**src/rtl/multicycle_control.sv**
```systemverilog
// Multi-cycle control unit: accepts an opcode on a valid/ready handshake and
// sequences it through EXEC, MEM_WAIT and WB. It drives per-state datapath
// strobes, resolves branches from the comparator and aborts memory accesses
// that exceed MEM_TIMEOUT wait cycles.
module multicycle_control #(
    parameter int OP_W        = 4,
    parameter int ALUOP_W     = 4,
    parameter int MEM_TIMEOUT = 15
) (
    input  logic               clk,
    input  logic               rst_n,
    input  logic [OP_W-1:0]    instr,
    input  logic               instr_valid,
    output logic               instr_ready,
    input  logic               equal,
    input  logic               mem_ack,
    output logic               RegDst,
    output logic               Branch,
    output logic               MemtoReg,
    output logic               MemRead,
    output logic               MemWrite,
    output logic               ALUsrc,
    output logic               RegWrite,
    output logic [ALUOP_W-1:0] ALUOp,
    output logic               retire,
    output logic               illegal,
    output logic               timeout_err
);

    localparam int CNT_W = $clog2(MEM_TIMEOUT + 1);

    typedef enum logic [1:0] {S_IDLE, S_EXEC, S_MEM_WAIT, S_WB} state_e;

    typedef enum logic [3:0] {
        OC_ALU, OC_ADDI, OC_BNE, OC_BEQ, OC_MOVI, OC_SW, OC_LW, OC_NOP, OC_ILL
    } op_class_e;

    state_e           state_q, state_d;
    logic [OP_W-1:0]  op_q, op_d;
    logic [CNT_W-1:0] cnt_q, cnt_d, cnt_inc;
    logic             timeout_q, timeout_d;
    logic [3:0]       op_lo;
    logic             hi_zero;
    op_class_e        op_class;

    // Classify the latched opcode; any nonzero bit above [3:0] makes it illegal
    always_comb begin
        op_lo    = op_q[3:0];
        hi_zero  = (op_q == OP_W'(op_lo));
        op_class = OC_ILL;
        if (hi_zero) begin
            case (op_lo)
                4'b0000, 4'b0001, 4'b0010, 4'b0011,
                4'b0100, 4'b0101, 4'b0110: op_class = OC_ALU;
                4'b0111:                   op_class = OC_ADDI;
                4'b1000:                   op_class = OC_BNE;
                4'b1001:                   op_class = OC_BEQ;
                4'b1010:                   op_class = OC_MOVI;
                4'b1011:                   op_class = OC_SW;
                4'b1100:                   op_class = OC_LW;
                4'b1111:                   op_class = OC_NOP;
                default:                   op_class = OC_ILL;
            endcase
        end
    end

    // State, latched opcode, wait counter and sticky timeout flag
    always_ff @(posedge clk or negedge rst_n) begin
        if (!rst_n) begin
            state_q   <= S_IDLE;
            op_q      <= '0;
            cnt_q     <= '0;
            timeout_q <= 1'b0;
        end else begin
            // NOTE: non-blocking assignments so every flop samples pre-edge values.
            state_q   <= state_d;
            op_q      <= op_d;
            cnt_q     <= cnt_d;
            timeout_q <= timeout_d;
        end
    end

    // Next-state logic; a mem_ack in the limit cycle takes priority over the abort
    always_comb begin
        // NOTE: defaults first so no path leaves a variable unassigned (no latches).
        state_d   = state_q;
        op_d      = op_q;
        cnt_d     = cnt_q;
        timeout_d = timeout_q;
        cnt_inc   = cnt_q + 1'b1;
        case (state_q)
            S_IDLE: begin
                if (instr_valid) begin
                    op_d    = instr;
                    state_d = S_EXEC;
                end
            end
            S_EXEC: begin
                case (op_class)
                    OC_ALU, OC_ADDI, OC_MOVI: state_d = S_WB;
                    OC_SW, OC_LW: begin
                        state_d = S_MEM_WAIT;
                        cnt_d   = '0;
                    end
                    default: state_d = S_IDLE;
                endcase
            end
            S_MEM_WAIT: begin
                if (mem_ack) begin
                    state_d = (op_class == OC_LW) ? S_WB : S_IDLE;
                end else begin
                    cnt_d = cnt_inc;
                    if (cnt_inc == CNT_W'(MEM_TIMEOUT)) begin
                        timeout_d = 1'b1;
                        state_d   = S_IDLE;
                    end
                end
            end
            S_WB:    state_d = S_IDLE;
            default: state_d = S_IDLE;
        endcase
    end

    // Per-state strobes: Moore on state/opcode, except Branch and the SW ack retire
    always_comb begin
        instr_ready = (state_q == S_IDLE);
        RegDst      = 1'b0;
        Branch      = 1'b0;
        MemtoReg    = 1'b0;
        MemRead     = 1'b0;
        MemWrite    = 1'b0;
        ALUsrc      = 1'b0;
        RegWrite    = 1'b0;
        ALUOp       = '0;
        retire      = 1'b0;
        illegal     = 1'b0;
        timeout_err = timeout_q;
        if (state_q != S_IDLE) begin
            RegDst = (op_class == OC_ALU) || (op_class == OC_LW);
            ALUsrc = hi_zero && (op_lo inside {4'b0000, 4'b0001, 4'b0010, 4'b0111,
                                               4'b1010, 4'b1011, 4'b1100});
            ALUOp  = ALUOP_W'(op_lo);
        end
        case (state_q)
            S_EXEC: begin
                Branch  = ((op_class == OC_BEQ) && equal) ||
                          ((op_class == OC_BNE) && !equal);
                retire  = (op_class == OC_BEQ) || (op_class == OC_BNE) ||
                          (op_class == OC_NOP) || (op_class == OC_ILL);
                illegal = (op_class == OC_ILL);
            end
            S_MEM_WAIT: begin
                MemWrite = (op_class == OC_SW);
                MemRead  = (op_class == OC_LW);
                retire   = (op_class == OC_SW) && mem_ack;
            end
            S_WB: begin
                RegWrite = 1'b1;
                MemtoReg = (op_class == OC_LW);
                retire   = 1'b1;
            end
            default: ;
        endcase
    end

endmodule

```
**config.mk**
```make
export PLATFORM = sky130hd
export DESIGN_NAME = multicycle_control
export DESIGN_NICKNAME = d
export VERILOG_FILES = /design/src/rtl/multicycle_control.sv
export SDC_FILE = /design/constraint.sdc
export NUM_CORES = 1
export LEC_CHECK = 0
export ABC_AREA = 0
export CORE_MARGIN = 10
export CORE_UTILIZATION = 46
export DETAILED_ROUTE_END_ITERATION = 10
export PLACE_DENSITY = 0.88
export SKIP_CTS_REPAIR_TIMING = 1
export SLEW_MARGIN = 30
export SYNTH_ARGS = -nofsm -noshare
export SYNTH_HDL_FRONTEND = slang
export SYNTH_SLANG_ARGS = --single-unit
```
**constraint.sdc**
```tcl
create_clock -name clk -period 2.51 [get_ports clk]
set_clock_uncertainty 0.2 [all_clocks]
set_input_delay 0.502 -clock clk [delete_from_list [all_inputs] [get_ports clk]]
set_output_delay 0.502 -clock clk [all_outputs]
set_load 0.005 [all_outputs]
```
==> results_dict.tcl, run 1 <==
set metrics [dict create \
    synth_top_family_by_area "simple AND/OR/NAND/NOR gates" \
    htreeDepth 1 \
    synth.area.top_cells "dfrtp_1 (33%), ha_1 (8.9%), nand2_1 (5.3%)" \
    synth_async_sr_flop_share_pct 100.0 \
    die_h_um 62.88 \
    cts_buffer_depth 2 \
    synth_nets 114 \
    required_ps 1810 \
    layout.nets 150 \
    ir_drop_uv 686.3 \
    outcome "finished with violations" \
    grt_pass1_wl_um 3560 \
    period_minus_slack_ps 2640 \
    reg2reg_slack_ps 650 \
    viasPerCell 5.390 \
    n_fill_cell 141 \
    setup_ws_ps -130.0 \
    syn-cell-area_um2 845.8 \
    power_density_nw_per_um2 1159 \
    vias 857 \
    r2r_start "op_lo[0]$_DFFE_PN0P_" \
    drc 0 \
    end_kind "output pin" \
    cts.sinks 11 \
    dpl-instance-area_um2 1165 \
    syn_avg_cell_area_um2 8.544 \
    fmax_ghz 0.3788 \
    crit_fanout 4 \
    drt_first_pass_iters 4 \
    synth_edf_count 0 \
    setup_viol 3 \
    whs_ps 255.6 \
    min-delay-start "timeout_err$_DFFE_PN0P_" \
    finalPower_mw 1.453 \
    synth_area_leader_cell "dfrtp_1" \
    grt_max_degree 12 \
    insertion_delay_ps 270 \
    intPower_uw 842.9 \
    grt_setup_unrepaired "yes" \
    cp.arrival_ps 1940 \
    hp-class "flop to flop" \
    fin_crit_sh_pct 105.2 \
    start_util_pct 48.99 \
    multi_input_area_um2 568.0 \
    hpwl_um 1731 \
    synth_most_common_cell "nand2_1" \
    synthSimpleGateAreaFrac_pct 31.07 \
    grtUsageTotal_pct 10.50 \
    yosys_warnings 0 \
    fin_util_pct 72.61 \
    power.sequential.fraction_pct 24.3 \
    synth_top_area_share_pct 32.54 \
    wl_um 2313 \
    fin_area_um2 1254 \
    cts_made_buffers 3 \
    pwr-share-clk_pct 8.4 \
    core_um2 1727 \
    critPathKind "flop to output pin" \
    whs_path_depth 1 \
    place_congestion 0.8111 \
    yosys.area_share.xor_xnor_pct 2.071 \
    die_x_um 62.88 \
    diodes 0 \
    grt_pass1_vias 834 \
    wire_per_inst_um 14.55 \
    reg2reg_depth 6 \
    p_sw_share_pct 41.99 \
    postSynthCellCount 99 \
    drive_above_1_share_pct 20.90 \
    ant_nets 0 \
    hold_viol_final 0 \
    synth_compound_area_share_pct 15.98 \
    slew_headroom_pct 67.51 \
    timing.rr.end "cnt_q[0]$_DFFE_PN0P_" \
    synth_cell_type_count 37 \
    antenna_found_initial 0 \
    ys_ff_latch 11 \
    rows 15 \
    switchingPower_uw 610.2 \
    synthFlopType "dfrtp_1" \
    grt-ovfl-total 0 \
    synthMuxAreaShare_pct 3.846 \
    slew_violations 0 \
    port_buffers 23 \
    drtIter0Drc 15 \
    ff_latch_area_um2 277.8 \
    p_comb_share_pct 67.3 \
    clock-root-buffer "clkbuf_4" \
    startpoint_type "flop" \
    synthToLayoutAreaGrowth_pct 48.22 \
    p_leak_nw 0.5776 \
    worst_pin_slew_ps 485.8 \
    tritoncts "built" \
    hold_end "timeout_err$_DFFE_PN0P_" \
    path_clk_slew_ps 70 \
    dieArea_um2 3954 \
    yosysSeqAreaShare_pct 32.54 \
    ioPinCount 24 \
    maxCapViolCount 0 \
    synth_commonest_cells "nand2_1 (12), dfrtp_1 (11), ha_1 (6), inv_1 (6), nand3_1 (6)" \
    violations "setup timing" \
    synth_fa_ha_area_share_pct 8.876 \
]
[power by group through the flow]
stage               Combinational, mW  Sequential, mW  Clock [mW]
floorplan                       0.504           0.297           0
global placement                0.849           0.332           0
detailed placement              0.880           0.334           0
CTS                             0.888           0.331       0.122
global route                     1.07           0.363       0.126
finish                          0.978           0.353       0.123
[cells in the final DEF (no fill, tap or decap), types with 4 or more instances in the layout]
cell type	count
o21ai_1	5
ha_1	4
nor2_1	5
buf_4	12
nand3_1	6
nand2_1	12
dfrtp_1	9
clkdlybuf4s50_1	20
inv_1	4
[layer usage]
metal | GRT usage [%] | wire length (µm)
met1 | 10.96 | 958
met2 | 19.54 | 1215
met3 | 1.971 | 67
met4 | 4.749 | 72
met5 | 0 | 0
[registers in the layout, indices dropped and copies added (netlist names)]
name / count
cnt_q: 4
op_lo: 4
state_q: 2
timeout_err: 1
[critical path, cell delays in order (launching register included)]
cell	delay [ps]
dfrtp_2	450
inv_2	100
ha_4	220
nor2b_4	130
o2bb2ai_1	120
nand3_1	90
nand2_1	60
clkdlybuf4s50_1	500
[cells by family (layout without fill, tap and decap cells)]
logic type / after synthesis / in the layout
compound gates: 21 / 21
xor+xnor: 2 / 2
fa+ha+maj: 6 / 6
buf+inv: 10 / 45
flops: 11 / 11
mux: 3 / 3
simple gates: 46 / 46
[area by class of cell]
| class | instances | area share (%) |
|---|---|---|
| well taps | 25 | 2.495 |
| flip-flops and latches | 11 | 22.16 |
| inverters | 6 | 1.796 |
| clock buffers | 4 | 2.096 |
| repair buffers | 35 | 26.15 |
| multi-input cells | 78 | 45.31 |
[worst max-delay path by stage]
| stage | to | startpoint | cells past startpoint |
|---|---|---|---|
| finish | retire | op_lo[0]$_DFFE_PN0P_ | 7 |
| global route | retire | mem_ack | 6 |
| CTS | retire | op_lo[0]$_DFFE_PN0P_ | 7 |
| detailed placement | retire | mem_ack | 6 |
| global placement | retire | mem_ack | 6 |
| floorplan | retire | op_lo[0]$_DFFE_PN0P_ | 6 |
[per-stage QoR]
| stage | instances | setup TNS, ps | worst slack, ps |
|---|---|---|---|
| global placement | 154 | -153.3 | -153.3 |
| detailed placement | 154 | -202.7 | -160.1 |
| CTS | 158 | -1296 | -319.2 |
| floorplan | 99 | 0 | 539.6 |
| finish | 159 | -204.4 | -130.0 |
| global route | 159 | -527.5 | -255.9 |
Power figures use the tool's default switching activity.
==> run 2: changes to the inputs <==
--- a/config.mk
+++ b/config.mk
@@ -10,6 +10,7 @@
 export CORE_UTILIZATION = 46
 export DETAILED_ROUTE_END_ITERATION = 10
 export PLACE_DENSITY = 0.88
+export SETUP_SLACK_MARGIN = 0.02
 export SKIP_CTS_REPAIR_TIMING = 1
 export SLEW_MARGIN = 30
 export SYNTH_ARGS = -nofsm -noshare
==> results of run 2 <==
Final layout, timing and power as in run 1 (identical DEF).
==> run 3: changes to the inputs <==
--- a/config.mk
+++ b/config.mk
@@ -7,9 +7,9 @@
 export LEC_CHECK = 0
 export ABC_AREA = 0
 export CORE_MARGIN = 10
-export CORE_UTILIZATION = 46
+export CORE_UTILIZATION = 42
 export DETAILED_ROUTE_END_ITERATION = 10
-export PLACE_DENSITY = 0.88
+export PLACE_DENSITY = 0.86
 export SETUP_SLACK_MARGIN = 0.02
 export SKIP_CTS_REPAIR_TIMING = 1
 export SLEW_MARGIN = 30
==> constraint.sdc (replaced) <==
create_clock -name clk -period 2.3 [get_ports clk]
set_clock_uncertainty 0.2 [all_clocks]
set_input_delay 0.46 -clock clk [delete_from_list [all_inputs] [get_ports clk]]
set_output_delay 0.46 -clock clk [all_outputs]
set_load 0.005 [all_outputs]
==> results_dict.tcl, run 3 (synthesis results as in run 1) <==
set metrics [dict create \
    place_congestion 0.8547 \
    port_buffers 23 \
    required_ps 1640 \
    worst_pin_slew_ps 541.6 \
    drc 0 \
    max_stage_delay_ps 420 \
    place_ws_ps -264.3 \
    end_kind "output pin" \
    worstPathCellList "buf_6 -> ha_2 -> nor2b_2 -> buf_4 -> o21ai_1 -> and2_1 -> buf_2" \
    crit_fanout 3 \
    wire_per_inst_um 15.11 \
    maxCapViolCount 0 \
    vias 882 \
    dieArea_um2 4209 \
    hold_viol_final 0 \
    clock-root-buffer "clkbuf_4" \
    ir_drop_uv 782.5 \
    start_util_pct 43.56 \
    cts_buffer_depth 2 \
    setup_viol 0 \
    cts_made_buffers 3 \
    period_minus_slack_ps 2284 \
    finalNonFillerCells 168 \
    fin_crit_sh_pct 99.28 \
    critical_path_buf_inv_count 3 \
    viasPerCell 5.250 \
    die_x_um 64.88 \
    grt_setup_unrepaired "yes" \
    power_density_nw_per_um2 1263 \
    hp-class "flop to flop" \
    drive_above_1_share_pct 31.21 \
    setup_ws_ps 16.45 \
    path_clk_slew_ps 70 \
    cp.arrival_ps 1620 \
    cts.sinks 11 \
    grt_pass1_vias 818 \
    critPathKind "flop to output pin" \
    p_leak_nw 0.6531 \
    ant_nets 0 \
    hpwl_um 1790 \
    startpoint_type "flop" \
    slew_headroom_pct 63.78 \
    synthToLayoutAreaGrowth_pct 56.07 \
    ioPinCount 24 \
    insertion_delay_ps 280 \
    final_cell_mix "buf_4 (18), clkdlybuf4s50_1 (14), nand2_1 (11), dfrtp_1 (8), nand3_1 (6)" \
    wl_um 2538 \
    grtUsageTotal_pct 10.61 \
    drtIter0Drc 38 \
    tritoncts "built" \
    final_common_cell "buf_4" \
    grt_pass1_wl_um 3684 \
    grt_max_degree 12 \
    crit_slowest_cell "dfrtp_1" \
    path_delay_family "flip-flops" \
    grt-ovfl-total 0 \
    die_h_um 64.88 \
    dp_cells 161 \
    layout.nets 157 \
    slew_violations 0 \
    drt_first_pass_iters 4 \
    rows 16 \
    fmax_ghz 0.4379 \
    htreeDepth 1 \
    diodes 0 \
    antenna_found_initial 0 \
    core_um2 1942 \
    outcome "complete, no violations" \
]
## run 3: cell count changes in the layout (fill, tap and decap cells not counted), moves of 2 or more
cell and change:
buf_6 +2, clkdlybuf4s50_1 -6, dlymetal6s2s_1 +2, buf_2 +2, buf_4 +6
## run 3: cell type report
cell class	instances	area [µm²]
Fill cell	160	621.8
Multi-Input combinational cell	78	583.1
Timing Repair Buffer	42	375.4
Sequential cell	11	279.0
Tap cell	27	33.78
Clock buffer	4	26.28
Inverter	6	22.52
## run 3: power by group
group | leakage [nW] | switching (mW) | internal (mW)
Sequential | 0.137 | 0.106 | 0.269
Combinational | 0.501 | 0.530 | 0.628
Clock | 0.0150 | 0.0670 | 0.0673
Total | 0.653 | 0.703 | 0.964
## run 3: stage by stage
| stage | util [%] | hold slack (ps) | setup TNS (ps) | area (µm²) | total power [mW] |
|---|---|---|---|---|---|
| floorplan | - | -35.59 | 0 | 845.8 | 0.8735 |
| global placement | 62.05 | 238.4 | -488.5 | 1205 | 1.331 |
| detailed placement | 62.05 | 251.2 | -589.6 | 1205 | 1.367 |
| CTS | 63.40 | 276.5 | -2726 | 1231 | 1.509 |
| global route | 67.98 | 301.7 | -165.5 | 1320 | 1.809 |
| finish | 67.98 | 280.5 | 0 | 1320 | 1.667 |
## run 3: path summary, 6_finish.rpt
kind                                              start                      end  slack (ps)  depth (start not counted)
worst max-delay path               op_lo[0]$_DFFE_PN0P_                   ALUsrc          20                          7
worst min-delay path            timeout_err$_DFFE_PN0P_  timeout_err$_DFFE_PN0P_         280                          1
worst max register to register     op_lo[0]$_DFFE_PN0P_     cnt_q[0]$_DFFE_PN0P_         330                          7
worst min register to register  timeout_err$_DFFE_PN0P_  timeout_err$_DFFE_PN0P_         280                          1
max in group asynchronous                         rst_n     op_lo[3]$_DFFE_PN0P_        1170                          1
min in group asynchronous                         rst_n     op_lo[2]$_DFFE_PN0P_         330                          1
## run 3: per-layer routing
metal	share of wire, %	GRT usage, %	vias to the layer above	routed length, µm
met1	39	11.59	420	999
met5	0	0	-	0
met2	54	18.47	26	1362
met4	1.3	4.813	0	33
li1	-	-	432	-
met3	5.6	3.093	4	143
